===== config.mk =====
export PLATFORM = sky130hd
export DESIGN_NAME = rv32i_mem_arbiter_flat
export DESIGN_NICKNAME = d
export VERILOG_FILES = /design/src/rtl/rv32i_mem_arbiter_pkg.sv /design/src/rtl/rv32i_mem_arbiter_if.sv /design/src/rtl/rv32i_mem_arbiter_resp_pipe.sv /design/src/rtl/rv32i_mem_arbiter.sv /design/src/flat_wrapper.sv
export SDC_FILE = /design/constraint.sdc
export NUM_CORES = 1
export LEC_CHECK = 0
export CAP_MARGIN = 10
export CORE_AREA = 2 2 108 110
export CTS_CLUSTER_SIZE = 30
export DETAILED_ROUTE_END_ITERATION = 8
export DIE_AREA = 0 0 110 112
export GPL_TIMING_DRIVEN = 0
export PLACE_DENSITY = 0.56
export SETUP_SLACK_MARGIN = 0.1
export SKIP_CTS_REPAIR_TIMING = 1
export SLEW_MARGIN = 15
export SYNTH_ARGS = -nofsm -noshare
export SYNTH_HDL_FRONTEND = slang
export SYNTH_HIERARCHICAL = 1
export SYNTH_SLANG_ARGS = --single-unit

===== constraint.sdc =====
create_clock -name clk -period 2.6 [get_ports clk]
set_input_delay 0.78 -clock clk [delete_from_list [all_inputs] [get_ports clk]]
set_output_delay 0.78 -clock clk [all_outputs]
set_load 0.01 [all_outputs]

===== src/rtl/rv32i_mem_arbiter_pkg.sv =====
// Shared types for the fetch / load-store memory arbiter.
package rv32i_mem_arbiter_pkg;

   localparam int XLEN = 32;
   localparam int BE_W = 4;

   typedef enum logic [1:0] {
      OWN_NONE = 2'd0,
      OWN_IF   = 2'd1,
      OWN_LS   = 2'd2
   } owner_t;

   // One slot of the response pipe. 'store' remembers ls_we from the grant
   // cycle so the acknowledge can return 0 without re-sampling ls_we later.
   typedef struct packed {
      owner_t owner;
      logic   kill;
      logic   store;
   } pipe_entry_t;

   localparam pipe_entry_t ENTRY_IDLE = '{owner: OWN_NONE, kill: 1'b0, store: 1'b0};

   // Marks an in-flight fetch entry as discarded when a flush is seen.
   function automatic pipe_entry_t flush_entry(pipe_entry_t e, logic flush);
      pipe_entry_t r;
      r = e;
      if (flush && (e.owner == OWN_IF)) begin
         r.kill = 1'b1;
      end
      return r;
   endfunction

endpackage


===== src/rtl/rv32i_mem_arbiter_if.sv =====
// Core-side request/response and RAM-side signals of the memory arbiter.
// slave = arbiter view, master = core + RAM view.
interface rv32i_mem_arbiter_if
   import rv32i_mem_arbiter_pkg::*;
#(
   parameter int AW = XLEN,
   parameter int DW = XLEN
);
   logic            if_req;
   logic [AW-1:0]   if_addr;
   logic            if_flush;
   logic            if_gnt;
   logic            if_rvalid;
   logic [DW-1:0]   if_rdata;

   logic            ls_req;
   logic            ls_we;
   logic [BE_W-1:0] ls_be;
   logic [AW-1:0]   ls_addr;
   logic [DW-1:0]   ls_wdata;
   logic            ls_gnt;
   logic            ls_rvalid;
   logic [DW-1:0]   ls_rdata;

   logic            mem_en;
   logic [BE_W-1:0] mem_we;
   logic [AW-3:0]   mem_addr;
   logic [DW-1:0]   mem_wdata;
   logic [DW-1:0]   mem_rdata;

   logic            busy;

   modport slave (
      input  if_req, if_addr, if_flush,
      input  ls_req, ls_we, ls_be, ls_addr, ls_wdata,
      input  mem_rdata,
      output if_gnt, if_rvalid, if_rdata,
      output ls_gnt, ls_rvalid, ls_rdata,
      output mem_en, mem_we, mem_addr, mem_wdata,
      output busy
   );

   modport master (
      output if_req, if_addr, if_flush,
      output ls_req, ls_we, ls_be, ls_addr, ls_wdata,
      output mem_rdata,
      input  if_gnt, if_rvalid, if_rdata,
      input  ls_gnt, ls_rvalid, ls_rdata,
      input  mem_en, mem_we, mem_addr, mem_wdata,
      input  busy
   );

endinterface


===== src/rtl/rv32i_mem_arbiter_resp_pipe.sv =====
// Owner/kill shift register: records who owns each RAM access in flight so
// the read data can be steered back MEM_LAT cycles after the grant.
module rv32i_mem_arbiter_resp_pipe
   import rv32i_mem_arbiter_pkg::*;
#(
   parameter int MEM_LAT = 1
) (
   input  logic        clk,
   input  logic        reset,
   input  pipe_entry_t load,
   input  logic        flush,
   output pipe_entry_t exit_entry,
   output logic        busy
);

   pipe_entry_t stage [MEM_LAT];

   // Shift every cycle; a new grant enters unkilled, older fetch entries pick up a flush.
   always_ff @(posedge clk or negedge reset) begin
      if (!reset) begin
         for (int i = 0; i < MEM_LAT; i++) begin
            stage[i] <= ENTRY_IDLE;
         end
      end else begin
         stage[0] <= load;
         for (int i = 1; i < MEM_LAT; i++) begin
            stage[i] <= flush_entry(stage[i-1], flush);
         end
      end
   end

   assign exit_entry = stage[MEM_LAT-1];

   // Killed entries still hold a slot, so they count as busy.
   always_comb begin
      busy = 1'b0;
      for (int i = 0; i < MEM_LAT; i++) begin
         busy = busy | (stage[i].owner != OWN_NONE);
      end
   end

endmodule


===== src/rtl/rv32i_mem_arbiter.sv =====
// Shares one single-port synchronous RAM between the fetch (IF) and
// load/store (LS) ports: one access per cycle, LS preferred unless IF has
// been held off for STARVE_MAX cycles, responses routed back by owner.
module rv32i_mem_arbiter
   import rv32i_mem_arbiter_pkg::*;
#(
   parameter int AW         = XLEN,
   parameter int DW         = XLEN,
   parameter int MEM_LAT    = 1,
   parameter int STARVE_MAX = 4
) (
   input  logic clk,
   input  logic reset,
   rv32i_mem_arbiter_if.slave bus
);

   localparam int SW = $clog2(STARVE_MAX + 1);

   // starve_left counts down while IF is denied; IF takes priority at zero.
   logic [SW-1:0] starve_left;
   logic          if_prio;
   logic          if_gnt;
   logic          ls_gnt;
   pipe_entry_t   load_entry;
   pipe_entry_t   exit_entry;
   logic          pipe_busy;
   logic          if_rvalid;
   logic          ls_rvalid;
   logic          unused_addr_lsb;

   // Grants are gated by reset so nothing is issued while the pipe is held clear.
   always_comb begin
      if_prio = (starve_left == '0);
      if_gnt  = reset & bus.if_req & (~bus.ls_req | if_prio);
      ls_gnt  = reset & bus.ls_req & ~if_gnt;
   end

   // Drive the RAM with the granted request and build the pipe entry for it.
   always_comb begin
      bus.mem_en    = if_gnt | ls_gnt;
      bus.mem_we    = '0;
      bus.mem_addr  = '0;
      bus.mem_wdata = '0;
      load_entry    = ENTRY_IDLE;
      if (ls_gnt) begin
         bus.mem_we       = bus.ls_we ? bus.ls_be : '0;
         bus.mem_addr     = bus.ls_addr[AW-1:2];
         bus.mem_wdata    = bus.ls_wdata;
         load_entry.owner = OWN_LS;
         load_entry.store = bus.ls_we;
      end else if (if_gnt) begin
         bus.mem_addr     = bus.if_addr[AW-1:2];
         load_entry.owner = OWN_IF;
      end
   end

   // Starvation timer: reload when IF is idle or served, count down while denied.
   always_ff @(posedge clk or negedge reset) begin
      if (!reset) begin
         starve_left <= SW'(STARVE_MAX);
      end else if (!bus.if_req || if_gnt) begin
         starve_left <= SW'(STARVE_MAX);
      end else if (!if_prio) begin
         starve_left <= starve_left - 1'b1;
      end
   end

   rv32i_mem_arbiter_resp_pipe #(
      .MEM_LAT (MEM_LAT)
   ) u_resp_pipe (
      .clk        (clk),
      .reset      (reset),
      .load       (load_entry),
      .flush      (bus.if_flush),
      .exit_entry (exit_entry),
      .busy       (pipe_busy)
   );

   // Steer the exiting RAM data to its owner. A flush in the exit cycle also
   // suppresses that fetch response, since it is still in flight.
   always_comb begin
      if_rvalid     = (exit_entry.owner == OWN_IF) & ~exit_entry.kill & ~bus.if_flush;
      ls_rvalid     = (exit_entry.owner == OWN_LS);
      bus.if_gnt    = if_gnt;
      bus.ls_gnt    = ls_gnt;
      bus.if_rvalid = if_rvalid;
      bus.ls_rvalid = ls_rvalid;
      bus.if_rdata  = if_rvalid ? bus.mem_rdata : '0;
      bus.ls_rdata  = (ls_rvalid && !exit_entry.store) ? bus.mem_rdata : '0;
      bus.busy      = pipe_busy;
   end

   // RAM is word addressed; the byte-offset bits are intentionally dropped.
   assign unused_addr_lsb = ^{bus.if_addr[1:0], bus.ls_addr[1:0]};

endmodule

===== src/flat_wrapper.sv =====
// flat-port wrapper written by rule: the top's interface ports become plain ports
module rv32i_mem_arbiter_flat import rv32i_mem_arbiter_pkg::*;
#(
   parameter int AW         = XLEN,
   parameter int DW         = XLEN,
   parameter int MEM_LAT    = 1,
   parameter int STARVE_MAX = 4
)
  (clk, reset, bus_if_req, bus_if_addr, bus_if_flush, bus_ls_req, bus_ls_we, bus_ls_be, bus_ls_addr, bus_ls_wdata, bus_mem_rdata, bus_if_gnt, bus_if_rvalid, bus_if_rdata, bus_ls_gnt, bus_ls_rvalid, bus_ls_rdata, bus_mem_en, bus_mem_we, bus_mem_addr, bus_mem_wdata, bus_busy);
  rv32i_mem_arbiter_if #(.AW(AW), .DW(DW)) bus_i ();
  input  logic clk;
  input  logic reset;
  input wire logic [$bits(bus_i.if_req)-1:0] bus_if_req;
  input wire logic [$bits(bus_i.if_addr)-1:0] bus_if_addr;
  input wire logic [$bits(bus_i.if_flush)-1:0] bus_if_flush;
  input wire logic [$bits(bus_i.ls_req)-1:0] bus_ls_req;
  input wire logic [$bits(bus_i.ls_we)-1:0] bus_ls_we;
  input wire logic [$bits(bus_i.ls_be)-1:0] bus_ls_be;
  input wire logic [$bits(bus_i.ls_addr)-1:0] bus_ls_addr;
  input wire logic [$bits(bus_i.ls_wdata)-1:0] bus_ls_wdata;
  input wire logic [$bits(bus_i.mem_rdata)-1:0] bus_mem_rdata;
  output wire logic [$bits(bus_i.if_gnt)-1:0] bus_if_gnt;
  output wire logic [$bits(bus_i.if_rvalid)-1:0] bus_if_rvalid;
  output wire logic [$bits(bus_i.if_rdata)-1:0] bus_if_rdata;
  output wire logic [$bits(bus_i.ls_gnt)-1:0] bus_ls_gnt;
  output wire logic [$bits(bus_i.ls_rvalid)-1:0] bus_ls_rvalid;
  output wire logic [$bits(bus_i.ls_rdata)-1:0] bus_ls_rdata;
  output wire logic [$bits(bus_i.mem_en)-1:0] bus_mem_en;
  output wire logic [$bits(bus_i.mem_we)-1:0] bus_mem_we;
  output wire logic [$bits(bus_i.mem_addr)-1:0] bus_mem_addr;
  output wire logic [$bits(bus_i.mem_wdata)-1:0] bus_mem_wdata;
  output wire logic [$bits(bus_i.busy)-1:0] bus_busy;
  assign bus_i.if_req = bus_if_req;
  assign bus_i.if_addr = bus_if_addr;
  assign bus_i.if_flush = bus_if_flush;
  assign bus_i.ls_req = bus_ls_req;
  assign bus_i.ls_we = bus_ls_we;
  assign bus_i.ls_be = bus_ls_be;
  assign bus_i.ls_addr = bus_ls_addr;
  assign bus_i.ls_wdata = bus_ls_wdata;
  assign bus_i.mem_rdata = bus_mem_rdata;
  assign bus_if_gnt = bus_i.if_gnt;
  assign bus_if_rvalid = bus_i.if_rvalid;
  assign bus_if_rdata = bus_i.if_rdata;
  assign bus_ls_gnt = bus_i.ls_gnt;
  assign bus_ls_rvalid = bus_i.ls_rvalid;
  assign bus_ls_rdata = bus_i.ls_rdata;
  assign bus_mem_en = bus_i.mem_en;
  assign bus_mem_we = bus_i.mem_we;
  assign bus_mem_addr = bus_i.mem_addr;
  assign bus_mem_wdata = bus_i.mem_wdata;
  assign bus_busy = bus_i.busy;
  rv32i_mem_arbiter #(.AW(AW), .DW(DW), .MEM_LAT(MEM_LAT), .STARVE_MAX(STARVE_MAX)) u_core (.clk(clk), .reset(reset), .bus(bus_i));
endmodule

==> key figures, run 1 <==
Timing
  – Hold Violations, Final: 0
  – Final number of setup-violating endpoints: 58
  – Unrepaired setup endpoints after global routing: true
  – Final worst clock skew: 0.000391 ns
  – Minimum setup slack in the final design: -0.203 ns
  – Setup TNS: -7.26 ns
  – Maximum operating frequency: 357 MHz
  – Number of slew-limit violations in the final report: 0
  – Min Clock Period, post-route: 2.80 ns
  – Final period utilization: 1.08

Min path
  – Class of the tightest hold or removal check: in2async

Layout
  – Combined flip-flop and latch cell area: 176 um^2
  – Final design utilization: 0.443
  – Area taken by multi-input logic gates: 1270 um^2
  – # diodes: 0
  – Layout fillers: 1131
  – Final net count: 628
  – Fraction of final layout cells sized beyond drive strength 1: 0.448
  – Post-route cell area: 4940 um^2
  – Area growth from synthesis to final layout: 263%

Route
  – Drt total wl: 9470 um
  – Via/cell ratio: 4.03
  – Antenna violation net count after detailed routing: 0
  – Overall via count from detail_route: 2539
  – DRT Pass-1 Iters: 3
  – Avg WL per Cell: 15.0 um
  – DRC marker count from the first detailed-route iteration: 62
  – Drc violations: 0

CTS
  – CTS tree: built
  – H-Tree Level Count: 1
  – Clock latency of the later-clocked register in the worst-skew pair: 0.23 ns
  – Clock transition at the registers of the reported paths: 0.04 ns
  – CTS root buffer: sky130_fd_sc_hd__clkbuf_16
  – # clock sinks: 7
  – Maximum count of clock buffers along a single path: 2
  – Inserted Clock Buffers: 3

Critical path
  – Worst-path cell with the longest stage delay: sky130_fd_sc_hd__a211oi_4
  – Arr. time, crit path: 2.02 ns
  – Kind of start point of the critical path: input pin
  – Critical path data required time: 1.82 ns
  – Highest cell delay on the worst timing path: 0.23 ns
  – Critical path class: in2out
  – Kind of end point of the critical path: output port
  – Worst Path Max Fanout: 8
  – Cell-by-cell trace of the critical path: buf_12, clkinvlp_4, a211oi_4, buf_6, buf_8, buf_8, buf_6, a22o_1, buf_2

Power and ir drop
  – IR drop worst, VDD: 0.161 mV
  – PnR Total Power: 1.13 mW
  – Power density over the cells: 229 nW/um^2
  – Static power due to leakage: 2.81 nW

Global routing
  – Antenna violations before repair: 0
  – Global-route congestion overflow total: 0
  – Largest net degree at the start of global routing: 14
  – Via count of the first global-routing pass: 2414
  – First-pass GRT wire length: 12000 um
  – GRT Util Overall: 0.123

Yosys
  – Post-synth EDFFs: 0
  – Avg Synthesized Cell Area: 7.44 um^2
  – Proportion of synthesized flip-flops having asynchronous set or reset: 1.00
  – Yosys warnings: 6
  – Yosys cell types: 29
  – Post-Synthesis Net Count: 323
  – Fraction of the yosys area taken by sequential cells: 0.130
  – Area contributors post-synth: sky130_fd_sc_hd__and2_1 (45%), sky130_fd_sc_hd__a22o_1 (19%), sky130_fd_sc_hd__dfrtp_1 (11%)
  – Post-synth design cell area: 1360 um^2
  – Post-Synthesis Cells: 183
  – Area leader, netlist: sky130_fd_sc_hd__and2_1
  – Area share of the largest cell type after synthesis: 0.446
  – Most used flip-flop cell after synthesis: sky130_fd_sc_hd__dfrtp_1
  – Count of state elements after synthesis: 7

Run status
  – Failing checks: negative setup slack
  – Run status: finished with violations

Die
  – Starting Density: 0.122
  – Number of top-level design ports: 274
  – Die X: 110 um
  – Vertical die dimension: 112 um
  – Full die area: 12300 um^2
  – Number of core rows: 39
  – Area of the core: 11200 um^2

Placement
  – Total placed instance area: 4230 um^2
  – Detailed placement HPWL: 7660 um
  – Final GP Congestion: 0.699
  – Count of input and output buffers: 269

Flow run
  – Max-cap viol count: 0
==> final timing paths <==
path                                  startpoint                                to  slack (ns)  depth (start not counted)
setup / recovery                           reset                   bus_mem_addr[6]       -0.20                          9
hold / removal                             reset             u_core/starve_left[1]        0.32                          1
setup reg to reg           u_core/starve_left[1]  u_core/u_resp_pipe/exit_entry[0]        0.84                         10
hold reg to reg            u_core/starve_left[0]             u_core/starve_left[0]        0.63                          3
max in group asynchronous                  reset  u_core/u_resp_pipe/exit_entry[3]        1.94                          3
min in group clk           u_core/starve_left[0]             u_core/starve_left[0]        0.63                          3
==> Yosys cell counts (all sizes together) (2+ instances only) <==
cell type	instances
buf	9
and3	4
dfrtp	6
nand2b	2
clkbuf	7
a22o	30
ha	2
inv	5
and2	97
a211oi	4
nor2	2
nor2b	3
==> registers in the layout (all words and copies together), names as in the netlist <==
| register | flops |
|---|---|
| u_core/u_resp_pipe/exit_entry | 4 |
| u_core/starve_left | 3 |
==> power breakdown <==
part / switching [mW] / internal (mW) / leakage, nW
registers: 0.00903 / 0.122 / 0.0880
logic: 0.256 / 0.484 / 2.68
clock network: 0.0597 / 0.202 / 0.0409
total: 0.325 / 0.808 / 2.81
==> area by class of cell <==
type	instances	share of cell area
Tap cell	143	0.0362
Clock inverter	1	0.00101
Multi-Input combinational cell	155	0.257
Buffer	15	0.0372
Clock buffer	3	0.0152
Sequential cell	7	0.0357
Inverter	5	0.00455
Timing Repair Buffer	301	0.613
==> logic make-up (layout without fill, tap and decap cells) <==
family	after synthesis	in the layout	share of synthesized area
compound gates	38	38	0.245
fa+ha+maj	2	2	0.0184
buf+inv	21	325	0.0717
flops	7	7	0.130
mux	1	1	0.00735
other cells	1	1	0.00275
simple gates	113	113	0.525
==> metal layers <==
metal / track usage / part of all wire / up-vias
met5: 0 / 0 / -
met4: 0.0304 / 0.0094 / 0
met3: 0.0457 / 0.13 / 6
met2: 0.256 / 0.56 / 166
met1: 0.104 / 0.30 / 1145
li1: - / - / 1222
==> placed cells by master (no fill, tap or decap) <==
cell,synthesis,layout
sky130_fd_sc_hd__buf_4,3,12
sky130_fd_sc_hd__nand3_1,1,1
sky130_fd_sc_hd__and3_4,0,4
sky130_fd_sc_hd__nor2_1,2,2
sky130_fd_sc_hd__and2_4,0,48
sky130_fd_sc_hd__nor4bb_1,1,1
sky130_fd_sc_hd__conb_1,1,1
sky130_fd_sc_hd__and2_1,97,49
sky130_fd_sc_hd__buf_8,0,6
sky130_fd_sc_hd__clkinvlp_4,0,1
sky130_fd_sc_hd__a31oi_1,1,1
sky130_fd_sc_hd__nor2b_4,0,2
sky130_fd_sc_hd__nor2b_2,1,1
sky130_fd_sc_hd__buf_2,6,31
sky130_fd_sc_hd__inv_2,1,3
sky130_fd_sc_hd__dlymetal6s2s_1,0,35
sky130_fd_sc_hd__nand2b_1,2,2
sky130_fd_sc_hd__mux2i_1,1,1
sky130_fd_sc_hd__a21oi_1,1,1
sky130_fd_sc_hd__or2_1,1,1
sky130_fd_sc_hd__dfrtp_1,6,6
sky130_fd_sc_hd__clkbuf_16,0,6
sky130_fd_sc_hd__nor4b_4,0,1
sky130_fd_sc_hd__a22o_1,30,30
sky130_fd_sc_hd__ha_4,0,1
sky130_fd_sc_hd__clkbuf_2,0,9
sky130_fd_sc_hd__buf_6,0,88
sky130_fd_sc_hd__ha_1,2,1
sky130_fd_sc_hd__clkdlybuf4s50_1,0,131
sky130_fd_sc_hd__o21a_1,1,1
sky130_fd_sc_hd__dfstp_2,1,1
sky130_fd_sc_hd__o21ai_0,1,1
sky130_fd_sc_hd__inv_1,4,1
sky130_fd_sc_hd__a211oi_4,1,2
sky130_fd_sc_hd__clkinv_2,0,1
sky130_fd_sc_hd__nor3_1,1,1
sky130_fd_sc_hd__a211oi_1,2,2
sky130_fd_sc_hd__buf_12,0,1
==> critical path: cells and delay by family <==
| family | cells | cell delay (ns) |
|---|---|---|
| buffers and inverters | 7 | 0.86 |
| AO/OA/AOI/OAI | 2 | 0.38 |
==> metrics by stage <==
step | setup WS, ns | hold slack, ns | std cells
final | -0.203 | 0.323 | 630
after global routing | -0.258 | 0.323 | 630
after CTS | -1.45 | 0.634 | 599
after detailed placement | -1.43 | 0.624 | 595
after global placement | -1.43 | 0.618 | 595
after floorplan | 0.199 | 0.484 | 183
Power figures use the tool's default switching activity.
==> run 2, diff against run 1 <==
--- a/config.mk
+++ b/config.mk
@@ -5,17 +5,17 @@
 export SDC_FILE = /design/constraint.sdc
 export NUM_CORES = 1
 export LEC_CHECK = 0
+export ABC_AREA = 1
 export CAP_MARGIN = 10
-export CORE_AREA = 2 2 108 110
+export CORE_AREA = 2 2 106 108
 export CTS_CLUSTER_SIZE = 30
 export DETAILED_ROUTE_END_ITERATION = 8
-export DIE_AREA = 0 0 110 112
+export DIE_AREA = 0 0 108 110
 export GPL_TIMING_DRIVEN = 0
-export PLACE_DENSITY = 0.56
+export PLACE_DENSITY = 0.59
 export SETUP_SLACK_MARGIN = 0.1
 export SKIP_CTS_REPAIR_TIMING = 1
 export SLEW_MARGIN = 15
 export SYNTH_ARGS = -nofsm -noshare
 export SYNTH_HDL_FRONTEND = slang
-export SYNTH_HIERARCHICAL = 1
 export SYNTH_SLANG_ARGS = --single-unit
==> constraint.sdc (replaced) <==
create_clock -name clk -period 3.64 [get_ports clk]
set_input_delay 1.092 -clock clk [delete_from_list [all_inputs] [get_ports clk]]
set_output_delay 1.092 -clock clk [all_outputs]
set_load 0.01 [all_outputs]
==> key figures, run 2 <==
Critical path
  – Worst Path Max Fanout: 10 (was 8)
  – Kind of start point of the critical path: input pin (unchanged)
  – Worst-path cell with the longest stage delay: sky130_fd_sc_hd__clkdlybuf4s50_1 (was sky130_fd_sc_hd__a211oi_4)
  – Critical path class: in2out (unchanged)
  – Kind of end point of the critical path: output port (unchanged)
  – Cell-by-cell trace of the critical path: clkdlybuf4s50_1, nor2_1, nand2_2, buf_2, nor2_1, clkdlybuf4s50_1 (was buf_12, clkinvlp_4, a211oi_4, buf_6, buf_8, buf_8, buf_6, a22o_1, buf_2)
  – Highest cell delay on the worst timing path: 0.55 ns (was 0.23 ns)
  – Arr. time, crit path: 2.58 ns (was 2.02 ns)
  – Worst r2r path cells: 9 (was 10)
  – Worst flop-to-flop path endpoint: u_core.u_resp_pipe.exit_entry[3] (was u_core/u_resp_pipe/exit_entry[0])
  – Worst R2R Setup Slack: 2.06 ns (was 0.84 ns)
  – Origin of the critical flop-to-flop path: u_core.starve_left[0] (was u_core/starve_left[1])
  – Critical path data required time: 2.55 ns (was 1.82 ns)

Yosys
  – Post-Synthesis Cells: 327 (was 183)
  – Post-Synthesis Net Count: 467 (was 323)
  – Post-synth EDFFs: 0 (unchanged)
  – Yosys warnings: 0 (was 6)
  – Count of state elements after synthesis: 6 (was 7)
  – Yosys cell types: 16 (was 29)
  – Most used flip-flop cell after synthesis: sky130_fd_sc_hd__dfrtp_1 (unchanged)
  – Area leader, netlist: sky130_fd_sc_hd__nor2_1 (was sky130_fd_sc_hd__and2_1)
  – Area contributors post-synth: sky130_fd_sc_hd__nor2_1 (22%), sky130_fd_sc_hd__nand2_1 (19%), sky130_fd_sc_hd__inv_1 (19%) (was sky130_fd_sc_hd__and2_1 (45%), sky130_fd_sc_hd__a22o_1 (19%), sky130_fd_sc_hd__dfrtp_1 (11%))
  – Post-synth design cell area: 1510 um^2 (was 1360 um^2)
  – Commonest cells post-synth: sky130_fd_sc_hd__nor2_1 (89), sky130_fd_sc_hd__nand2_1 (77), sky130_fd_sc_hd__inv_1 (76) (was sky130_fd_sc_hd__and2_1 (97), sky130_fd_sc_hd__a22o_1 (30), sky130_fd_sc_hd__clkbuf_1 (7))
  – Fraction of the yosys area taken by sequential cells: 0.100 (was 0.130)
  – Area share of the largest cell type after synthesis: 0.222 (was 0.446)
  – Avg Synthesized Cell Area: 4.61 um^2 (was 7.44 um^2)
  – Most common cell in the netlist: sky130_fd_sc_hd__nor2_1 (was sky130_fd_sc_hd__and2_1)
  – Proportion of synthesized flip-flops having asynchronous set or reset: 1.00 (unchanged)

Die
  – Full die area: 11900 um^2 (was 12300 um^2)
  – Die X: 108 um (was 110 um)
  – Area of the core: 10700 um^2 (was 11200 um^2)
  – Number of core rows: 38 (was 39)
  – Vertical die dimension: 110 um (was 112 um)
  – Number of top-level design ports: 274 (unchanged)
  – Starting Density: 0.141 (was 0.122)

Route
  – DRC marker count from the first detailed-route iteration: 97 (was 62)
  – Drt total wl: 8900 um (was 9470 um)
  – Via/cell ratio: 3.84 (was 4.03)
  – Antenna violation net count after detailed routing: 0 (unchanged)
  – Overall via count from detail_route: 2865 (was 2539)
  – DRT Pass-1 Iters: 4 (was 3)
  – Avg WL per Cell: 11.9 um (was 15.0 um)
  – Drc violations: 0 (unchanged)

Run status
  – Failing checks: negative setup slack (unchanged)
  – Run status: finished with violations (unchanged)

Layout
  – Most common cell after layout, fill and taps aside: sky130_fd_sc_hd__clkdlybuf4s50_1 (unchanged)
  – Leading cell types in the layout, fill and taps excluded: sky130_fd_sc_hd__clkdlybuf4s50_1 (179), sky130_fd_sc_hd__nor2_1 (89), sky130_fd_sc_hd__dlymetal6s2s_1 (86) (was sky130_fd_sc_hd__clkdlybuf4s50_1 (131), sky130_fd_sc_hd__buf_6 (88), sky130_fd_sc_hd__and2_1 (49))
  – Area taken by multi-input logic gates: 986 um^2 (was 1270 um^2)
  – Layout fillers: 1084 (was 1131)
  – Area growth from synthesis to final layout: 216% (was 263%)
  – Fraction of final layout cells sized beyond drive strength 1: 0.0956 (was 0.448)
  – Combined flip-flop and latch cell area: 151 um^2 (was 176 um^2)
  – Final net count: 748 (was 628)
  – # diodes: 0 (unchanged)
  – Cell Count, Final, Fillers Out: 747 (was 630)
  – Final design utilization: 0.446 (was 0.443)

CTS
  – CTS tree: built (unchanged)
  – Maximum count of clock buffers along a single path: 2 (unchanged)
  – CTS root buffer: sky130_fd_sc_hd__clkbuf_8 (was sky130_fd_sc_hd__clkbuf_16)
  – Clock latency of the later-clocked register in the worst-skew pair: 0.23 ns (about the same)
  – # clock sinks: 6 (was 7)
  – Clock transition at the registers of the reported paths: 0.04 ns (about the same)
  – Inserted Clock Buffers: 3 (unchanged)
  – H-Tree Level Count: 1 (unchanged)

Global routing
  – GRT Util Overall: 0.129 (was 0.123)
  – Via count of the first global-routing pass: 2788 (was 2414)
  – Antenna violations before repair: 0 (unchanged)
  – First-pass GRT wire length: 12400 um (was 12000 um)
  – Global-route congestion overflow total: 0 (unchanged)
  – Largest net degree at the start of global routing: 11 (was 14)

Timing
  – Final number of setup-violating endpoints: 9 (was 58)
  – Unrepaired setup endpoints after global routing: true (unchanged)
  – Min Clock Period, post-route: 3.67 ns
  – Hold Violations, Final: 0 (unchanged)
  – Final Hold Slack: 0.576 ns (was 0.323 ns)
  – Worst-Margin Slew: 0.432 ns
  – Number of slew-limit violations in the final report: 0 (unchanged)
  – Maximum operating frequency: 272 MHz
  – Worst relative slew slack: 0.712
  – Minimum setup slack in the final design: -0.0330 ns (was -0.203 ns)
  – Final worst clock skew: 0.00106 ns (was 0.000391 ns)
  – Final period utilization: 1.01

Power and ir drop
  – IR drop worst, VDD: 0.0713 mV (was 0.161 mV)
  – Static power due to leakage: 3.63 nW (was 2.81 nW)
  – Power density over the cells: 164 nW/um^2 (was 229 nW/um^2)
  – PnR Total Power: 783 uW (was 1.13 mW)

Placement
  – Final GP Congestion: 0.770 (was 0.699)
  – Detailed placement HPWL: 7460 um (was 7660 um)
  – Count of input and output buffers: 269 (unchanged)
  – Worst slack after detailed placement: -0.696 ns (was -1.43 ns)
  – Placed cell count: 736 (was 595)

Min path
  – Instance count along the most critical hold path: 3
  – Class of the tightest hold or removal check: reg2reg (was in2async)
  – Critical hold path startpoint: u_core.starve_left[2]
  – Hold path endpoint: u_core.starve_left[2]

Flow run
  – Max-cap viol count: 0 (unchanged)
==> run 2: final cells by class <==
| type | count | area share |
|---|---|---|
| Tap cell | 140 | 0.0367 |
| Timing Repair Buffer | 276 | 0.620 |
| Inverter | 78 | 0.0614 |
| Clock buffer | 4 | 0.00944 |
| Sequential cell | 6 | 0.0317 |
| Multi-Input combinational cell | 224 | 0.207 |
| Buffer | 19 | 0.0336 |
==> run 2: routing by layer <==
metal  wire, um  part of all wire  up-vias  global-route usage
met3        847             0.095       10              0.0323
met1       2960              0.33     1228               0.121
met2       4960              0.56      148               0.268
met5          0                 0        -                   0
met4        131             0.015        0              0.0440
li1           -                 -     1479                   -
==> run 2: through the flow <==
step | setup TNS [ns] | cell area [um^2]
6_report | -0.130 | 4770
5_1_grt | -1.12 | 4770
4_1_cts | -49.15 | 4420
3_5_place_dp | -47.17 | 4380
3_3_place_gp | -44.35 | 4380
2_1_floorplan | 0 | 1510
==> run 2: worst max-delay path by stage <==
stage	from	end	slack, ns	cells past startpoint
after floorplan	reset	bus_mem_wdata[15]	0.75	7
after global placement	reset	bus_mem_addr[21]	-0.64	7
after detailed placement	reset	bus_mem_addr[5]	-0.70	7
after CTS	reset	bus_mem_addr[5]	-0.73	7
after global routing	bus_if_flush	bus_if_rdata[18]	-0.13	6
final	bus_if_flush	bus_if_rdata[20]	-0.03	6
==> run 2: logic make-up (layout without fill, tap and decap cells) <==
kind of cell	count (synthesis)	after routing	synth area share
adders and majority gates	2	2	0.0166
DFF	6	6	0.100
buffers and inverters	97	377	0.263
and+or+nand+nor	219	219	0.607
AOI/OAI and AO/OA	2	2	0.00664
xor gates and xnor gates	1	1	0.00581
==> run 2: critical path, delay by kind of cell <==
family | cells | cell delay, ns
buffers and inverters | 3 | 1.15
and+or+nand+nor | 3 | 0.33
==> run 2: power by group <==
group,switching (mW),internal (mW)
clock,0.0333,0.0757
sequential,0.00933,0.0873
combinational,0.250,0.328
total,0.293,0.491
==> run 3, diff against run 2 <==
--- a/config.mk
+++ b/config.mk
@@ -12,7 +12,6 @@
 export DETAILED_ROUTE_END_ITERATION = 8
 export DIE_AREA = 0 0 108 110
 export GPL_TIMING_DRIVEN = 0
-export PLACE_DENSITY = 0.59
 export SETUP_SLACK_MARGIN = 0.1
 export SKIP_CTS_REPAIR_TIMING = 1
 export SLEW_MARGIN = 15
==> key figures, run 3 (same netlist as run 2, synthesis figures left out) <==
Run status
  – Run status: finished, final reports clean (was finished with violations)

Die
  – Number of core rows: 38 (unchanged)
  – Area of the core: 10700 um^2 (unchanged)
  – Vertical die dimension: 110 um (unchanged)
  – Starting Density: 0.141 (unchanged)
  – Full die area: 11900 um^2 (unchanged)
  – Number of top-level design ports: 274 (unchanged)
  – Die X: 108 um (unchanged)

Critical path
  – Critical path class: in2out (unchanged)
  – Origin of the critical flop-to-flop path: u_core.starve_left[0] (unchanged)
  – CP Capture Point: bus_mem_addr[23] (was bus_if_rdata[20])
  – Worst flop-to-flop path endpoint: u_core.u_resp_pipe.exit_entry[3] (unchanged)
  – Launching instance or port of the critical path: bus_if_req (was bus_if_flush)
  – Critical path data required time: 2.55 ns (about the same)
  – Kind of start point of the critical path: input pin (unchanged)
  – Worst r2r path cells: 9 (unchanged)
  – Kind of end point of the critical path: output port (unchanged)
  – Worst R2R Setup Slack: 2.00 ns (was 2.06 ns)
  – Worst Path Max Fanout: 7 (was 10)
  – Arr. time, crit path: 2.40 ns (was 2.58 ns)

Layout
  – # diodes: 0 (unchanged)
  – Layout fillers: 1068 (was 1084)
  – Final design utilization: 0.447 (was 0.446)
  – Final net count: 749 (was 748)
  – Most common cell after layout, fill and taps aside: sky130_fd_sc_hd__clkdlybuf4s50_1 (unchanged)
  – Fraction of final layout cells sized beyond drive strength 1: 0.0970 (was 0.0956)
  – Post-route cell area: 4780 um^2 (was 4770 um^2)
  – Leading cell types in the layout, fill and taps excluded: sky130_fd_sc_hd__clkdlybuf4s50_1 (181), sky130_fd_sc_hd__nor2_1 (89), sky130_fd_sc_hd__dlymetal6s2s_1 (84) (was sky130_fd_sc_hd__clkdlybuf4s50_1 (179), sky130_fd_sc_hd__nor2_1 (89), sky130_fd_sc_hd__dlymetal6s2s_1 (86))
  – Area taken by multi-input logic gates: 986 um^2 (unchanged)
  – Area growth from synthesis to final layout: 217% (was 216%)
  – Combined flip-flop and latch cell area: 151 um^2 (unchanged)

CTS
  – Clock transition at the registers of the reported paths: 0.03 ns (was 0.04 ns)
  – CTS root buffer: sky130_fd_sc_hd__clkbuf_8 (unchanged)
  – Clock latency of the later-clocked register in the worst-skew pair: 0.22 ns (was 0.23 ns)
  – H-Tree Level Count: 1 (unchanged)
  – Inserted Clock Buffers: 3 (unchanged)
  – Maximum count of clock buffers along a single path: 2 (unchanged)
  – # clock sinks: 6 (unchanged)
  – CTS tree: built (unchanged)

Timing
  – Worst-Margin Slew: 0.470 ns (was 0.432 ns)
  – Minimum setup slack in the final design: 0.150 ns (was -0.0330 ns)
  – Final worst clock skew: 0.00515 ns (was 0.00106 ns)
  – Maximum operating frequency: 287 MHz (was 272 MHz)
  – Hold Violations, Final: 0 (unchanged)
  – Unrepaired setup endpoints after global routing: false (was true)
  – Worst relative slew slack: 0.687 (was 0.712)
  – Setup TNS: 0 ns (was -0.130 ns)
  – Min Clock Period, post-route: 3.49 ns (was 3.67 ns)
  – Final number of setup-violating endpoints: 0 (was 9)
  – Number of slew-limit violations in the final report: 0 (unchanged)
  – Final period utilization: 0.959 (was 1.01)

Route
  – Drt total wl: 8830 um (was 8900 um)
  – Drc violations: 0 (unchanged)
  – Via/cell ratio: 3.90 (was 3.84)
  – Avg WL per Cell: 11.8 um (was 11.9 um)
  – Antenna violation net count after detailed routing: 0 (unchanged)
  – DRT Pass-1 Iters: 4 (unchanged)
  – DRC marker count from the first detailed-route iteration: 72 (was 97)
  – Overall via count from detail_route: 2916 (was 2865)

Placement
  – Worst slack after detailed placement: -0.691 ns (was -0.696 ns)
  – Total placed instance area: 4380 um^2 (unchanged)
  – Count of input and output buffers: 269 (unchanged)
  – Detailed placement HPWL: 7440 um (was 7460 um)
  – Final GP Congestion: 0.781 (was 0.770)

Power and ir drop
  – PnR Total Power: 790 uW (was 783 uW)
  – Static power due to leakage: 3.64 nW (was 3.63 nW)
  – Sequential Power Share: 0.123 (about the same)
  – Combinational Power Share: 0.744 (was 0.737)
  – Switching part of the total power: 0.372 (was 0.374)
  – Internal power of the cells: 496 uW (was 491 uW)
  – Part of the total power dissipated in the clock network: 0.133 (was 0.139)
  – IR drop worst, VDD: 0.103 mV (was 0.0713 mV)
  – Reported net switching power: 293 uW (about the same)
  – Power density over the cells: 165 nW/um^2 (was 164 nW/um^2)

Global routing
  – First-pass GRT wire length: 12100 um (was 12400 um)
  – GRT Util Overall: 0.125 (was 0.129)
  – Via count of the first global-routing pass: 2715 (was 2788)
  – Antenna violations before repair: 0 (unchanged)
  – Global-route congestion overflow total: 0 (unchanged)
  – Largest net degree at the start of global routing: 11 (unchanged)

Min path
  – Class of the tightest hold or removal check: reg2reg (unchanged)

Flow run
  – Max-cap viol count: 0 (unchanged)
==> run 3: cell type report <==
class / instances / area share
multi-input cells: 224 / 0.206
flip-flops and latches: 6 / 0.0317
inverters: 78 / 0.0612
well taps: 140 / 0.0366
clock buffers: 4 / 0.00942
plain buffers: 19 / 0.0340
repair buffers: 277 / 0.621
==> run 3: metrics by stage <==
stage | hold slack [ns] | std cells
floorplan | 0.538 | 327
global placement | 0.561 | 736
detailed placement | 0.575 | 736
CTS | 0.586 | 740
global route | 0.606 | 748
finish | 0.576 | 748
==> run 3: power by group through the flow <==
stage	registers [mW]	logic [mW]	clock network (mW)
after detailed placement	0.0982	0.566	0
after floorplan	0.0961	0.234	0
after global routing	0.0999	0.648	0.112
final	0.0974	0.587	0.105
after CTS	0.0972	0.573	0.108
after global placement	0.0972	0.559	0
==> run 3: worst min path at each step <==
stage | startpoint | end | slack (ns) | cells after the start
global route | u_core.starve_left[2] | u_core.starve_left[2] | 0.61 | 3
finish | u_core.starve_left[2] | u_core.starve_left[2] | 0.58 | 3
floorplan | u_core.starve_left[2] | u_core.starve_left[2] | 0.54 | 3
global placement | u_core.starve_left[2] | u_core.starve_left[2] | 0.56 | 3
CTS | u_core.starve_left[2] | u_core.starve_left[2] | 0.59 | 3
detailed placement | u_core.starve_left[2] | u_core.starve_left[2] | 0.58 | 3
==> run 3: worst max-delay path: stages <==
cell and delay [ns]:
sky130_fd_sc_hd__dlymetal6s2s_1 0.17, sky130_fd_sc_hd__nand2_4 0.09, sky130_fd_sc_hd__a21oi_4 0.15, sky130_fd_sc_hd__buf_12 0.14
sky130_fd_sc_hd__buf_6 0.11, sky130_fd_sc_hd__nand2_1 0.05, sky130_fd_sc_hd__nand2_1 0.06, sky130_fd_sc_hd__clkdlybuf4s50_1 0.53
==> run 3: per-layer routing <==
| metal | track usage | vias up | share of wire |
|---|---|---|---|
| li1 | - | 1485 | - |
| met1 | 0.128 | 1267 | 0.36 |
| met2 | 0.250 | 154 | 0.53 |
| met3 | 0.0329 | 10 | 0.096 |
| met4 | 0.0275 | 0 | 0.013 |
| met5 | 0 | - | 0 |
==> patch, RTL diff (config.mk and constraints of run 2) <==
Make the reset (`reset`) synchronous in 2 clocked blocks.
--- a/src/rtl/rv32i_mem_arbiter_resp_pipe.sv
+++ b/src/rtl/rv32i_mem_arbiter_resp_pipe.sv
@@ -17,5 +17,5 @@
 
    // Shift every cycle; a new grant enters unkilled, older fetch entries pick up a flush.
-   always_ff @(posedge clk or negedge reset) begin
+   always_ff @(posedge clk) begin
       if (!reset) begin
          for (int i = 0; i < MEM_LAT; i++) begin
--- a/src/rtl/rv32i_mem_arbiter.sv
+++ b/src/rtl/rv32i_mem_arbiter.sv
@@ -56,5 +56,5 @@
 
    // Starvation timer: reload when IF is idle or served, count down while denied.
-   always_ff @(posedge clk or negedge reset) begin
+   always_ff @(posedge clk) begin
       if (!reset) begin
          starve_left <= SW'(STARVE_MAX);
Behaviour: differs if reset is asserted again (counterexample within 4 cycles, from zero or initial values and one cycle with reset low); with reset held inactive, the same outputs for 10 cycles.
==> patch against run 2 <==
Setup slack improved by 0.19 ns. Wire length fell by 1.7%. Cell area down 4.1%. Area after synthesis down 7.3%. Sequential cell count unchanged. Power down 27%. Non-clock buffer count shrank 6. Sequential power shrank 27%. Critical path type unchanged. Largest cell class unchanged.
==> patch: results (changes against run 2) <==
{| class="wikitable"
! Metric !! Value
|-
| Wire per inst || 11.9 um (+0.13%)
|-
| Cell with the largest stage delay on the worst path || sky130_fd_sc_hd__clkdlybuf4s50_1
|-
| Sequential cell area fraction in the yosys report || 0.0859 (-0.0145)
|-
| Pleak || 3.39 nW (-6.7%)
|-
| RD Place Congestion || 0.795 (+3.2%)
|-
| Top layer reached by signal wires || met4
|-
| Post-detailed-route via-to-cell ratio || 3.82 (-0.33%)
|-
| Top cells by instance count after synthesis || sky130_fd_sc_hd__nor2_1, sky130_fd_sc_hd__inv_1, sky130_fd_sc_hd__nand2_1, sky130_fd_sc_hd__nand3_1, sky130_fd_sc_hd__clkbuf_1
|-
| Vias in the first global route || 2573 (-7.7%)
|-
| Ratio of cells with drive above 1 in the final layout || 0.0590 (-0.0365)
|-
| WL met1 || 2910 um (-1.7%)
|-
| Highest ir drop seen on vdd || 0.0000661 V (-7.4%)
|-
| Clock tree root driver cell || sky130_fd_sc_hd__clkbuf_8
|-
| Overall routed net length || 8740 um (-1.7%)
|-
| Worst EP arrival || 2.39 ns (-0.19 ns)
|-
| Iteration-0 DRC count of the detailed router || 51 (-47%)
|-
| Leading cell types by total area after synthesis || sky130_fd_sc_hd__nor2_1, sky130_fd_sc_hd__inv_1, sky130_fd_sc_hd__nand2_1, sky130_fd_sc_hd__nand3_1, sky130_fd_sc_hd__dfxtp_1
|-
| Global-route wire length before repair || 11800 um (-4.4%)
|-
| Synthesized netlist net count || 460 (-1.5%)
|-
| Sum of met3 wire segment lengths after detailed routing || 1060 um (+25%)
|-
| Async SR Flop Fraction || 0 (-1.00)
|-
| DPL Wire Length || 7510 um (+0.76%)
|-
| Worst-Skew Late Latency || 0.22 ns
|-
| Count of distinct cell types in the synthesized netlist || 14 (-2)
|-
| Filler cells || 1095 (+1.0%)
|-
| Overall global routing resource usage || 0.123 (-0.00602)
|-
| Largest delay contributor family on the critical path || buffers and inverters
|-
| Pin count of the biggest net entering global routing || 11 (unchanged)
|-
| Crit Path Max Fanout || 10 (unchanged)
|-
| Length of routed met2 wiring || 4690 um (-5.4%)
|-
| Outcome || completed
|-
| Placed instance area || 0.00427 mm^2 (-2.5%)
|-
| Place WS || -0.438 ns (+0.258 ns)
|-
| Worst-path clk slew || 0.03 ns
|-
| Leading register cell type out of synthesis || sky130_fd_sc_hd__dfxtp_1
|-
| Cell count after synthesis || 320 (-2.1%)
|-
| Cell count after placement || 729 (-0.95%)
|-
| Max Clock Skew || 0.000892 ns (-0.000173 ns)
|-
| Number of buffers inserted by port buffering || 269 (unchanged)
|-
| Slew HR || 0.673 (-0.0391)
|-
| Nets || 735 (-1.7%)
|-
| Warnings, synthesis || 0 (unchanged)
|-
| Ant diodes || 0 (unchanged)
|}
## patch: cell count changes after synthesis, moves of 2 or more
cell / delta
sky130_fd_sc_hd__inv_2: +2
sky130_fd_sc_hd__nor2_2: -19
sky130_fd_sc_hd__clkbuf_1: +2
sky130_fd_sc_hd__nand2_1: -4
sky130_fd_sc_hd__nor2_1: +15
sky130_fd_sc_hd__inv_1: -3
sky130_fd_sc_hd__dfxtp_1: +6
sky130_fd_sc_hd__dfrtp_1: -5
## patch: cell type report
class,instances,area [um^2],area share
multi-input combinational,218,928,0.203
timing repair buffer,270,2880,0.628
tap,140,175,0.0383
buffer,19,146,0.0320
inverter,77,289,0.0632
sequential,6,120,0.0263
clock buffer,3,41.3,0.00902
## patch: report_power, final
part	leakage, nW	internal [mW]	switching, mW
clock	0.0216	0.0708	0.0264
combinational	3.32	0.252	0.155
sequential	0.0493	0.0693	0.00172
total	3.39	0.392	0.183
## patch: logic make-up after synthesis
group,share of synthesized area
adder cells (fa/ha/maj),0.0179
AND/OR/NAND/NOR,0.603
flip-flops,0.0859
AO/OA/AOI/OAI,0.0107
buffers and inverters,0.276
XOR/XNOR,0.00627
## patch: worst paths after layout
check                                            from                             end  slack, ns  cells after the start
worst max-delay path                            reset                bus_mem_addr[16]       0.16                      8
worst max register to register  u_core.starve_left[0]  u_core.u_resp_pipe.stage[0][2]       2.23                      9
worst min register to register  u_core.starve_left[0]           u_core.starve_left[0]       0.41                      1
worst min-delay path            u_core.starve_left[0]           u_core.starve_left[0]       0.41                      1
## patch: metal layers
metal / global-route usage / up-vias
met5: 0 / -
met4: 0.0220 / 0
met3: 0.0417 / 4
met2: 0.257 / 168
met1: 0.116 / 1182
li1: - / 1448
